$ cat config.mk
export PLATFORM = sky130hd
export DESIGN_NAME = apb2axi_bridge
export DESIGN_NICKNAME = d
export VERILOG_FILES = /design/src/rtl/apb2axi_bridge.sv
export SDC_FILE = /design/constraint.sdc
export NUM_CORES = 1
export LEC_CHECK = 0
export BUFFER_PORTS_ARGS = -buffer_cell sky130_fd_sc_hd__buf_4
export CORE_AREA = 2 2 141 143
export DETAILED_ROUTE_END_ITERATION = 7
export DIE_AREA = 0 0 143 145
export HOLD_SLACK_MARGIN = 0.12
export PLACE_DENSITY = 0.63
export SLEW_MARGIN = 20
export SYNTH_ARGS = -nofsm -noshare
export SYNTH_HDL_FRONTEND = slang
export SYNTH_SLANG_ARGS = --single-unit
$ cat constraint.sdc
create_clock -name clk_i -period 3.5 [get_ports clk_i]
set_input_delay 0.175 -clock clk_i [delete_from_list [all_inputs] [get_ports clk_i]]
set_output_delay 0.175 -clock clk_i [all_outputs]
set_load 0.01 [all_outputs]
$ cat src/rtl/apb2axi_bridge.sv
// APB slave to single-beat AXI4 master bridge.
// Each APB access becomes one AXI transaction; PREADY waits for the AXI response.
module apb2axi_bridge #(
    parameter int APB_ADDR_WIDTH = 32,
    parameter int AXI_ADDR_WIDTH = 32,
    parameter int AXI_DATA_WIDTH = 32,
    parameter int AXI_ID_WIDTH   = 6,
    parameter int AXI_USER_WIDTH = 6,
    parameter int AXI_ID         = 0
) (
    input  logic                        clk_i,
    input  logic                        rst_i,
    input  logic [APB_ADDR_WIDTH-1:0]   paddr_i,
    input  logic                        pwrite_i,
    input  logic                        psel_i,
    input  logic                        penable_i,
    input  logic [31:0]                 pwdata_i,
    output logic [31:0]                 prdata_o,
    output logic                        pready_o,
    output logic                        pslverr_o,
    output logic                        aw_valid_o,
    input  logic                        aw_ready_i,
    output logic [AXI_ADDR_WIDTH-1:0]   aw_addr_o,
    output logic [AXI_ID_WIDTH-1:0]     aw_id_o,
    output logic [7:0]                  aw_len_o,
    output logic [2:0]                  aw_size_o,
    output logic [1:0]                  aw_burst_o,
    output logic                        aw_lock_o,
    output logic [3:0]                  aw_cache_o,
    output logic [2:0]                  aw_prot_o,
    output logic [3:0]                  aw_qos_o,
    output logic [3:0]                  aw_region_o,
    output logic [AXI_USER_WIDTH-1:0]   aw_user_o,
    output logic                        w_valid_o,
    input  logic                        w_ready_i,
    output logic [AXI_DATA_WIDTH-1:0]   w_data_o,
    output logic [AXI_DATA_WIDTH/8-1:0] w_strb_o,
    output logic                        w_last_o,
    output logic [AXI_USER_WIDTH-1:0]   w_user_o,
    input  logic                        b_valid_i,
    output logic                        b_ready_o,
    input  logic [1:0]                  b_resp_i,
    input  logic [AXI_ID_WIDTH-1:0]     b_id_i,
    input  logic [AXI_USER_WIDTH-1:0]   b_user_i,
    output logic                        ar_valid_o,
    input  logic                        ar_ready_i,
    output logic [AXI_ADDR_WIDTH-1:0]   ar_addr_o,
    output logic [AXI_ID_WIDTH-1:0]     ar_id_o,
    output logic [7:0]                  ar_len_o,
    output logic [2:0]                  ar_size_o,
    output logic [1:0]                  ar_burst_o,
    output logic                        ar_lock_o,
    output logic [3:0]                  ar_cache_o,
    output logic [2:0]                  ar_prot_o,
    output logic [3:0]                  ar_qos_o,
    output logic [3:0]                  ar_region_o,
    output logic [AXI_USER_WIDTH-1:0]   ar_user_o,
    input  logic                        r_valid_i,
    output logic                        r_ready_o,
    input  logic [1:0]                  r_resp_i,
    input  logic [AXI_DATA_WIDTH-1:0]   r_data_i,
    input  logic                        r_last_i,
    input  logic [AXI_ID_WIDTH-1:0]     r_id_i,
    input  logic [AXI_USER_WIDTH-1:0]   r_user_i
);

    typedef enum logic [2:0] {
        IDLE, WR_REQ, WR_RESP, RD_REQ, RD_RESP, DONE
    } state_t;

    state_t                    state_q, state_d;
    logic [APB_ADDR_WIDTH-1:0] addr_q, addr_d;
    logic [31:0]               wdata_q, wdata_d;
    logic [31:0]               prdata_q, prdata_d;
    logic                      aw_done_q, aw_done_d;
    logic                      w_done_q, w_done_d;
    logic                      err_q, err_d;
    logic [31:0]               r_lane;
    logic [AXI_ADDR_WIDTH-1:0] addr_ext;

    always_ff @(posedge clk_i or posedge rst_i) begin
        if (rst_i) begin
            state_q   <= IDLE;
            addr_q    <= '0;
            wdata_q   <= '0;
            prdata_q  <= '0;
            aw_done_q <= 1'b0;
            w_done_q  <= 1'b0;
            err_q     <= 1'b0;
        end else begin
            state_q   <= state_d;
            addr_q    <= addr_d;
            wdata_q   <= wdata_d;
            prdata_q  <= prdata_d;
            aw_done_q <= aw_done_d;
            w_done_q  <= w_done_d;
            err_q     <= err_d;
        end
    end

    always_comb begin
        state_d   = state_q;
        addr_d    = addr_q;
        wdata_d   = wdata_q;
        prdata_d  = prdata_q;
        aw_done_d = aw_done_q;
        w_done_d  = w_done_q;
        err_d     = err_q;
        unique case (state_q)
            IDLE: begin
                if (psel_i & penable_i & !pready_o) begin
                    addr_d    = paddr_i;
                    wdata_d   = pwdata_i;
                    aw_done_d = 1'b0;
                    w_done_d  = 1'b0;
                    state_d   = pwrite_i ? WR_REQ : RD_REQ;
                end
            end
            WR_REQ: begin
                // AW and W complete independently, in any order
                aw_done_d = aw_done_q | aw_ready_i;
                w_done_d  = w_done_q | w_ready_i;
                if (aw_done_d & w_done_d) state_d = WR_RESP;
            end
            WR_RESP: begin
                if (b_valid_i) begin
                    err_d   = b_resp_i[1];
                    state_d = DONE;
                end
            end
            RD_REQ: begin
                if (ar_ready_i) state_d = RD_RESP;
            end
            RD_RESP: begin
                if (r_valid_i) begin
                    prdata_d = r_lane;
                    err_d    = r_resp_i[1];
                    state_d  = DONE;
                end
            end
            DONE:    state_d = IDLE;
            default: state_d = IDLE;
        endcase
    end

    always_comb begin
        aw_valid_o = 1'b0;
        w_valid_o  = 1'b0;
        b_ready_o  = 1'b0;
        ar_valid_o = 1'b0;
        r_ready_o  = 1'b0;
        pready_o   = 1'b0;
        pslverr_o  = 1'b0;
        unique case (state_q)
            WR_REQ: begin
                aw_valid_o = !aw_done_q;
                w_valid_o  = !w_done_q;
            end
            WR_RESP: b_ready_o  = 1'b1;
            RD_REQ:  ar_valid_o = 1'b1;
            RD_RESP: r_ready_o  = 1'b1;
            DONE: begin
                pready_o  = 1'b1;
                pslverr_o = err_q;
            end
            default: ;
        endcase
    end

    always_comb begin
        addr_ext = '0;
        addr_ext[APB_ADDR_WIDTH-1:2] = addr_q[APB_ADDR_WIDTH-1:2];
    end

    // Narrow APB data rides on the 32-bit lane picked by addr[2]
    if (AXI_DATA_WIDTH == 64) begin : g_dw64
        assign w_data_o = {wdata_q, wdata_q};
        assign w_strb_o = addr_q[2] ? 8'hF0 : 8'h0F;
        assign r_lane   = addr_q[2] ? r_data_i[63:32] : r_data_i[31:0];
    end else begin : g_dw32
        assign w_data_o = wdata_q;
        assign w_strb_o = '1;
        assign r_lane   = r_data_i[31:0];
    end

    assign prdata_o    = prdata_q;
    assign aw_addr_o   = addr_ext;
    assign ar_addr_o   = addr_ext;
    assign aw_id_o     = AXI_ID_WIDTH'(AXI_ID);
    assign ar_id_o     = AXI_ID_WIDTH'(AXI_ID);
    assign aw_len_o    = 8'd0;
    assign ar_len_o    = 8'd0;
    assign aw_size_o   = 3'b010;
    assign ar_size_o   = 3'b010;
    assign aw_burst_o  = 2'b01;
    assign ar_burst_o  = 2'b01;
    assign aw_lock_o   = 1'b0;
    assign ar_lock_o   = 1'b0;
    assign aw_cache_o  = 4'd0;
    assign ar_cache_o  = 4'd0;
    assign aw_prot_o   = 3'd0;
    assign ar_prot_o   = 3'd0;
    assign aw_qos_o    = 4'd0;
    assign ar_qos_o    = 4'd0;
    assign aw_region_o = 4'd0;
    assign ar_region_o = 4'd0;
    assign aw_user_o   = '0;
    assign ar_user_o   = '0;
    assign w_user_o    = '0;
    assign w_last_o    = 1'b1;

    logic unused_ok;
    assign unused_ok = ^{b_id_i, b_user_i, b_resp_i[0], r_last_i, r_id_i,
                         r_user_i, r_resp_i[0], addr_q[1:0]};

endmodule

After elaboration in Yosys (flattened, before gate mapping)

Cells that the tools add are included.

Bits of input ports: 135
Register bits: 102
Word-level logic and storage cells: 53
Output and inout port bits: 228

Eq/ne operators: 10
Bitwise operators: 5
Reductions and logical operators: 11
Multiplexer cells: 20

Operator list:

| operator                                             | number |
|---|---|
| two-way mux 3 bit                                    | 5 |
| case mux 3 bit (5 select lines)                      | 1 |
| two-way mux 1 bit                                    | 10 |
| inequality test 2 bit (second input constant)        | 5 |
| equality test 3 x 2 -> 1 bit (second input constant) | 2 |
| equality test 3 bit (second input constant)          | 2 |
| case mux 1 bit (2 select lines)                      | 3 |
| AND reduction 2 bit                                  | 3 |
| AND reduction 5 bit                                  | 1 |
| nonzero test 2 bit                                   | 2 |
| AND 1 bit                                            | 3 |
| equality test 3 x 1 -> 1 bit (second input constant) | 1 |
| logical NOT 1 bit                                    | 3 |
| logical NOT 3 bit                                    | 1 |
| AND reduction 3 bit                                  | 1 |
| two-way mux 2 bit                                    | 1 |
| OR 1 bit                                             | 2 |

Longest topological paths before layout

Gate-level depths: netlist (run 1).

Depth after elaboration: 6
Mapped depth: 5
Depth with buffers taken out: 4

Least setup slack after synthesis (run 1)

OpenSTA, ideal clock, no wires.

Path kind: register to register
From: register state_q[0]
To: register addr_q[17]
Cell stages (with the launch flop): 5
Data required time: 3.375 ns
Setup slack: 1.744 ns
Clock period less this slack: 1.756 ns
Arrival time: 1.632 ns
Path buffers: 2
Setup time: 0.125 ns
Cell sequence: dfrtp_1 -> buf_6 -> nor4_4 -> buf_6 -> mux2_2

Longest elaborated chain between the ends: 5
Elaborated cells on any way between the ends: 6
Classes of those cells: 1 x eq/ne; 1 x mux; 1 x bitwise; 3 x reduce/logical

RTL lines:

| element                                | RTL line | RTL |
|---|---|---|
| from (decl)                            | 71       | `state_t state_q, state_d;` |
| from (signal assigned)                 | 91       | `state_q <= state_d;` |
| equality test 3 bit                    | 154      | `unique case (state_q)` |
| two-way mux 1 bit                      | 154      |  |
| logical NOT 1 bit                      | 111      | `if (psel_i & penable_i & !pready_o) begin` |
| AND 1 bit                              | 111      |  |
| AND reduction 2 bit (no source line) * | -        |  |
| to (signal assigned)                   | 92       | `addr_q <= addr_d;` |
| to (decl)                              | 72       | `logic [APB_ADDR_WIDTH-1:0] addr_q, addr_d;` |

Mark *: on every way between the ends. The rest lies on a longest branch, timed or not.
A chain may end at the register's enable or synchronous reset.

Worst setup path after layout (run 1)

From: register state_q[1]
To: register prdata_q[13], in the netlist prdata_o[13]

Longest elaborated chain between the ends: 2

RTL lines:

| element                              | RTL line | RTL |
|---|---|---|
| equality test 3 bit                  | 109      | `unique case (state_q)` |
| AND reduction 2 bit (no source line) | -        |  |
| to (signal assigned)                 | 94       | `prdata_q <= prdata_d;` |
| to (decl)                            | 74       | `logic [31:0] prdata_q, prdata_d;` |

Every way passes these cells.

==> impl_results.md, run 1 <==
* Status: finished clean
* Syn. warnings at 0
* Syn avg cell area at 12.9 um^2
* Most frequent cells in the layout: 238 x buf_4, 100 x dfrtp_1, 97 x conb_1, 97 x dlygate4sd3_1, 83 x mux2_2
* WP data arrival at approximately 2.3 ns
* Slew Limit Fails at 0
* Die area at between 20,000 and 25,000 um^2
* Netlist cell types at 30
* Placed Area at 6330 um^2
* 1st-pass router iterations at 4
* Worst skew pair latency at between 0.3 and 0.4 ns
* First-pass GRT wire length at 18.2 mm
* Setup Buffers After CTS at 0
* P_leak at 3.74 nW
* CTS Sinks at 100
* Reg clk slew, reported paths at 0.07 ns
* Main synth FF type: dfrtp_1
* Worst vdd ir at approximately 0.38 mV
* Die Span Y at around 150 um
* Pwr Total at between 5 and 6 mW
* Minimum clock period at between 2 and 2.5 ns
* CTS Buf Count at 9
* Total Routed Length at approximately 12 mm
* Vias at 3,579
* # rows at 51
* Die width at 143 um
* Crit. End Element: flop
* Initial antenna violation count at 0
* Commonest non-fill, non-tap cell in the layout: buf_4
* Vias/cell at about 3.8
* Largest net degree at the start of global routing at slightly above 100
* H-tree Lvls at 3
* Gpl congestion at 0.740
* Root Driver: clkbuf_16
* Vias in the first global route at 3,623
* Maximum clock frequency at between 400 and 500 MHz
* RSZ-0062 raised after global routing: no
* Clk buf depth at 2
* Async SR Flop Fraction at 100%
* Worst Path Required at 3.73 ns
* Initial core utilization at about a quarter
* CP Max Fanout at 32
* Rel. slew slack at around two fifths
* Slew @ Worst Pin at 0.877 ns
* Hold Path Class: primary input to flop
* Ant diodes at 0
* Remaining DRCs at 0
* DR iter-0 viols at 76
* #FFs+latches synth at 100
* Part of the cycle the worst path needs at between 50% and 60%
* Max Cap Viol at 0
* Pre-CTS setup slack at around 1.4 ns
* I/O pin cnt at 363
* Setup violations, final at 0
* Total track usage at 11.3%
* Power density over cell area at a little under 800 nW/um^2
* Non-filler cells, final at around 950
* Register-to-Register Setup Slack at between 1 and 1.5 ns
* CTS tree: done
* Cells after DPL at 837
* TNS Setup at 0 ns
* CP peak stage delay at roughly 0.79 ns
* Worst-path cell chain: nor2_1 -> and3_2 -> mux2_2
* Core Box Area at 19,200 um^2
* Share of cells above drive strength 1 at roughly half
* Design Area, Final at approximately 7600 um^2
* Sequential area share after synthesis at between 50% and 60%
* Fin. Hold Viols at 0
* PortBufs at about 240
* Post-DP HPWL at about 7.9 mm
* Wire length per cell at approximately 13 um
* Mapped Cells at roughly 380
* WS Path Type: flop to flop
* Area of the mapped netlist at 4890 um^2
* Overflow after GRT at 0
* Nets at 815
* CP max stage cell: and3_2
* Worst setup margin at 1.43 ns
* Number of synthesized flops with an enable pin at 0
* Post-detailed-route count of antenna-violating nets at 0
* Startpoint Class: flop
* Clock skew at 0.00916 ns
* Area Growth Syn to Fin at 56.3%
==> worst max-delay path, delay by kind of cell (launching register included) <==
| family | cells | cell delay (ns) |
|---|---|---|
| DFF | 1 | 0.52 |
| and+or+nand+nor | 2 | 0.98 |
| muxes | 1 | 0.42 |
==> flip-flops by register name, indices dropped and copies added, names as in the netlist <==
name and cells:
w_done_q 1, state_q 3, w_data_o 32, aw_done_q 1
addr_q 30, err_q 1, prdata_o 32
==> layout make-up <==
class                   count  area [um^2]
clock buffers              10          239
clock inverters             5          108
fillers                  1816        11600
inverters                   4         17.5
multi-input cells         229         1670
flip-flops and latches    100         2500
well taps                 265          332
repair buffers            336         2780
==> synthesized netlist by cell type, types with 2 or more instances <==
cell      count  share of area, %
dfrtp_1     100                51
buf_4       127                19
nor2_1        8              0.61
a21oi_1       4              0.41
buf_2         5              0.51
mux2_2       83                19
o22a_1        2              0.36
buf_6         7               1.6
a211oi_1      2              0.31
inv_1         4              0.31
nand2_1       3              0.23
and2_1        2              0.26
mux2_1       12               2.8
conb_1        2              0.15
nand2b_1      2              0.26
==> where the power goes <==
group | total, mW | leakage, nW | switching, mW | internal (mW)
combinational | 2.66 | 2.37 | 1.10 | 1.56
sequential | 2.13 | 1.20 | 0.392 | 1.74
clock | 1.16 | 0.169 | 0.443 | 0.719
total | 5.95 | 3.74 | 1.93 | 4.02
==> what timing repair did <==
| action | CTS | global route |
|---|---|---|
| endpoints found under the hold margin | 196 | 0 |
| hold buffers | 97 | 0 |
| endpoints found under the setup margin | 0 | 0 |
| gates resized for setup | 0 | 0 |
==> stage by stage <==
stage,hold WS [ns],util [%]
floorplan,0.310,-
global placement,0.363,33.0
detailed placement,0.354,33.0
CTS,0.122,39.8
global route,0.129,39.8
finish,0.144,39.8
==> worst paths after layout <==
| check | cells past startpoint | end | startpoint |
|---|---|---|---|
| worst max-delay path | 3 | prdata_o[13] | state_q[1] |
| worst min-delay path | 3 | state_q[2] | b_valid_i |
| worst max register to register | 3 | prdata_o[13] | state_q[1] |
| worst min register to register | 1 | w_data_o[5] | w_data_o[5] |
| max in group asynchronous | 4 | addr_q[18] | rst_i |
| min in group asynchronous | 4 | addr_q[16] | rst_i |
==> logic make-up after synthesis <==
logic type             count (synthesis)  synth area share, %
muxes                                 96                 22.1
other                                  2                0.153
buffers and inverters                144                 22.0
DFF                                  100                 51.1
and+or+nand+nor                       21                 2.53
AOI/OAI and AO/OA                     15                 2.12
==> metal layers <==
metal  share of wire, %  global-route usage (%)  vias up
met4                1.1                    3.12        0
met2                 55                    21.4      203
met1                 35                    11.0     1720
met5                  0                       0        -
li1                   -                       -     1647
met3                9.3                    4.49        9
Power figures use the tool's default switching activity.
==> run 2: changes to the inputs <==
PLACE_DENSITY = 0.65   (was 0.63)
clock period = 1.7 ns   (was 3.5 ns; I/O delays follow)
==> run 2 against run 1 <==
Die area unchanged. Worst hold slack improved by 0.048 ns. Critical endpoint is now w_data_o[22]. Global-route usage increased by 0.24 points. Non-clock buffer count increased by 21. Maximum frequency increased by 25%. Largest cell class unchanged. Clock power increased by 93%.
==> impl_results.md, run 2 (synthesized netlist as in run 1, its figures left out) <==
* Die area at around 21,000 um^2
* RSZ-0062 raised after global routing: yes
* Layer with the highest usage: met2
* TNS Setup at 0 ns
* Met2 Use GR at 21.4%
* CP peak stage delay at 0.44 ns
* Clock skew at 0.0128 ns
* Worst skew pair latency at around 0.35 ns
* WS Path Type: flop to flop
* # rows at between 50 and 60
* Worst setup margin at 0.0442 ns
* Post-detailed-route count of antenna-violating nets at 0
* GR met1 Demand/Resource at 11.2%
* Worst vdd ir at 0.758 mV
* Crit. End Element: flop
* PortBufs at between 200 and 250
* Clk buf depth at 2
* Power density over cell area at approximately 1600 nW/um^2
* Root Driver: clkbuf_16
* Worst-path cell chain: nor4_4 -> buf_6 -> buf_12 -> mux2_2
* Die Span Y at approximately 150 um
* 1st-pass router iterations at 4
* Total Routed Length at around 13 mm
* WP data arrival at approximately 1.9 ns
* DR iter-0 viols at 42
* Pre-CTS setup slack at -0.000477 ns
* First-pass GRT wire length at between 15 and 20 mm
* Max Cap Viol at 0
* Vias at around 3,700
* Overflow after GRT at 0
* Internal power at between 8 and 9 mW
* Design Area, Final at between 7000 and 8000 um^2
* Share of cells above drive strength 1 at between 50% and 60%
* Register-to-Register Setup Slack at 0.04 ns
* CP Max Fanout at 14
* Worst Path Required at just under 2 ns
* Hold Path Class: primary input to flop
* Most frequent cells in the layout: 245 x buf_4, 102 x dlygate4sd3_1, 97 x conb_1, 97 x dfrtp_1, 83 x mux2_2
* Area Growth Syn to Fin at 61.1%
* Reg clk slew, reported paths at about 0.070 ns
* Initial antenna violation count at 0
* Part of the cycle the worst path needs at between 90% and 100%
* M3 GR Usage at under 10%
* Total track usage at 11.5%
* Rel. slew slack at 62.1%
* Startpoint Class: flop
* Slew Limit Fails at 0
* Wire length per cell at 13.0 um
* I/O pin cnt at ~360
* Commonest non-fill, non-tap cell in the layout: buf_4
* Setup violations, final at 0
* Pwr Total at between 10 and 15 mW
* Maximum clock frequency at 604 MHz
* CP max stage cell: dfrtp_2
* Nets at roughly 840
* Reg power frac at around a third
* Switching pwr at between 4 and 5 mW
* CTS Sinks at 100
* Ant diodes at 0
* Placed Area at 6480 um^2
* Sw Share at 33.2%
* Minimum clock period at approximately 1.7 ns
* P_leak at between 3 and 4 nW
* Post-DP HPWL at ~8.3 mm
* Gpl congestion at 0.737
* Largest net degree at the start of global routing at 101
* Remaining DRCs at 0
* Vias in the first global route at ~3,700
* Comb pwr share at 46.8%
* CTS Buf Count at 9
* Clock Power Share at roughly 18%
* Die width at between 100 and 150 um
* Final core utilization at 41.0%
* Vias/cell at about 3.8
* Core Box Area at between 15,000 and 20,000 um^2
* Slew @ Worst Pin at ~0.57 ns
* CTS tree: done
* H-tree Lvls at 3
* Status: finished clean
* Initial core utilization at 25.5%
* Fin. Hold Viols at 0
## run 2: repair_timing
| item | 4_1_cts | 5_1_grt |
|---|---|---|
| gates cloned | 0 | 1 |
| setup endpoints to repair | 22 | 40 |
| hold endpoints to repair | 199 | 0 |
| setup buffers | 1 | 1 |
| hold buffers | 102 | 0 |
| resized for setup | 3 | 5 |
## run 2: power by group through the flow
stage | sequential, mW | combinational, mW | clock (mW)
after floorplan | 4.79 | 2.69 | 0
after global placement | 4.35 | 5.53 | 0
after detailed placement | 4.40 | 5.58 | 0
after CTS | 4.37 | 5.80 | 2.33
after global routing | 4.53 | 6.26 | 2.43
final | 4.38 | 5.83 | 2.24
## run 2: stage by stage
step                      instances  hold slack (ns)
after floorplan                 473            0.220
after global placement          850            0.289
after detailed placement        850            0.295
after CTS                       969            0.177
after global routing            971            0.178
final                           971            0.192
## run 2: final cells by class
cell class                 count  area, um^2
fill                        1759       11300
inverter                       4        18.8
clock inverter                 5        85.1
multi-input combinational    229        1680
timing repair buffer         357        3030
clock buffer                  11         233
sequential                   100        2510
tap                          265         332
## run 2: final timing paths
check | start | endpoint | cells past startpoint
min in group asynchronous | rst_i | addr_q[6] | 4
min reg2reg | err_q | err_q | 1
min | pwrite_i | state_q[1] | 3
max in group asynchronous | rst_i | w_data_o[18] | 4
max reg2reg | state_q[1] | w_data_o[22] | 4
max | state_q[1] | w_data_o[22] | 4
## run 2: per-layer routing
layer	vias to the layer above	part of all wire, %
met4	0	1.8
met2	203	54
li1	1692	-
met3	14	9.4
met1	1755	35
met5	-	0
## run 2: worst max-delay path, delay by kind of cell (launching register included)
family,cells,cell delay [ns]
buffers and inverters,2,0.34
DFF,1,0.44
muxes,1,0.35
and+or+nand+nor,1,0.39
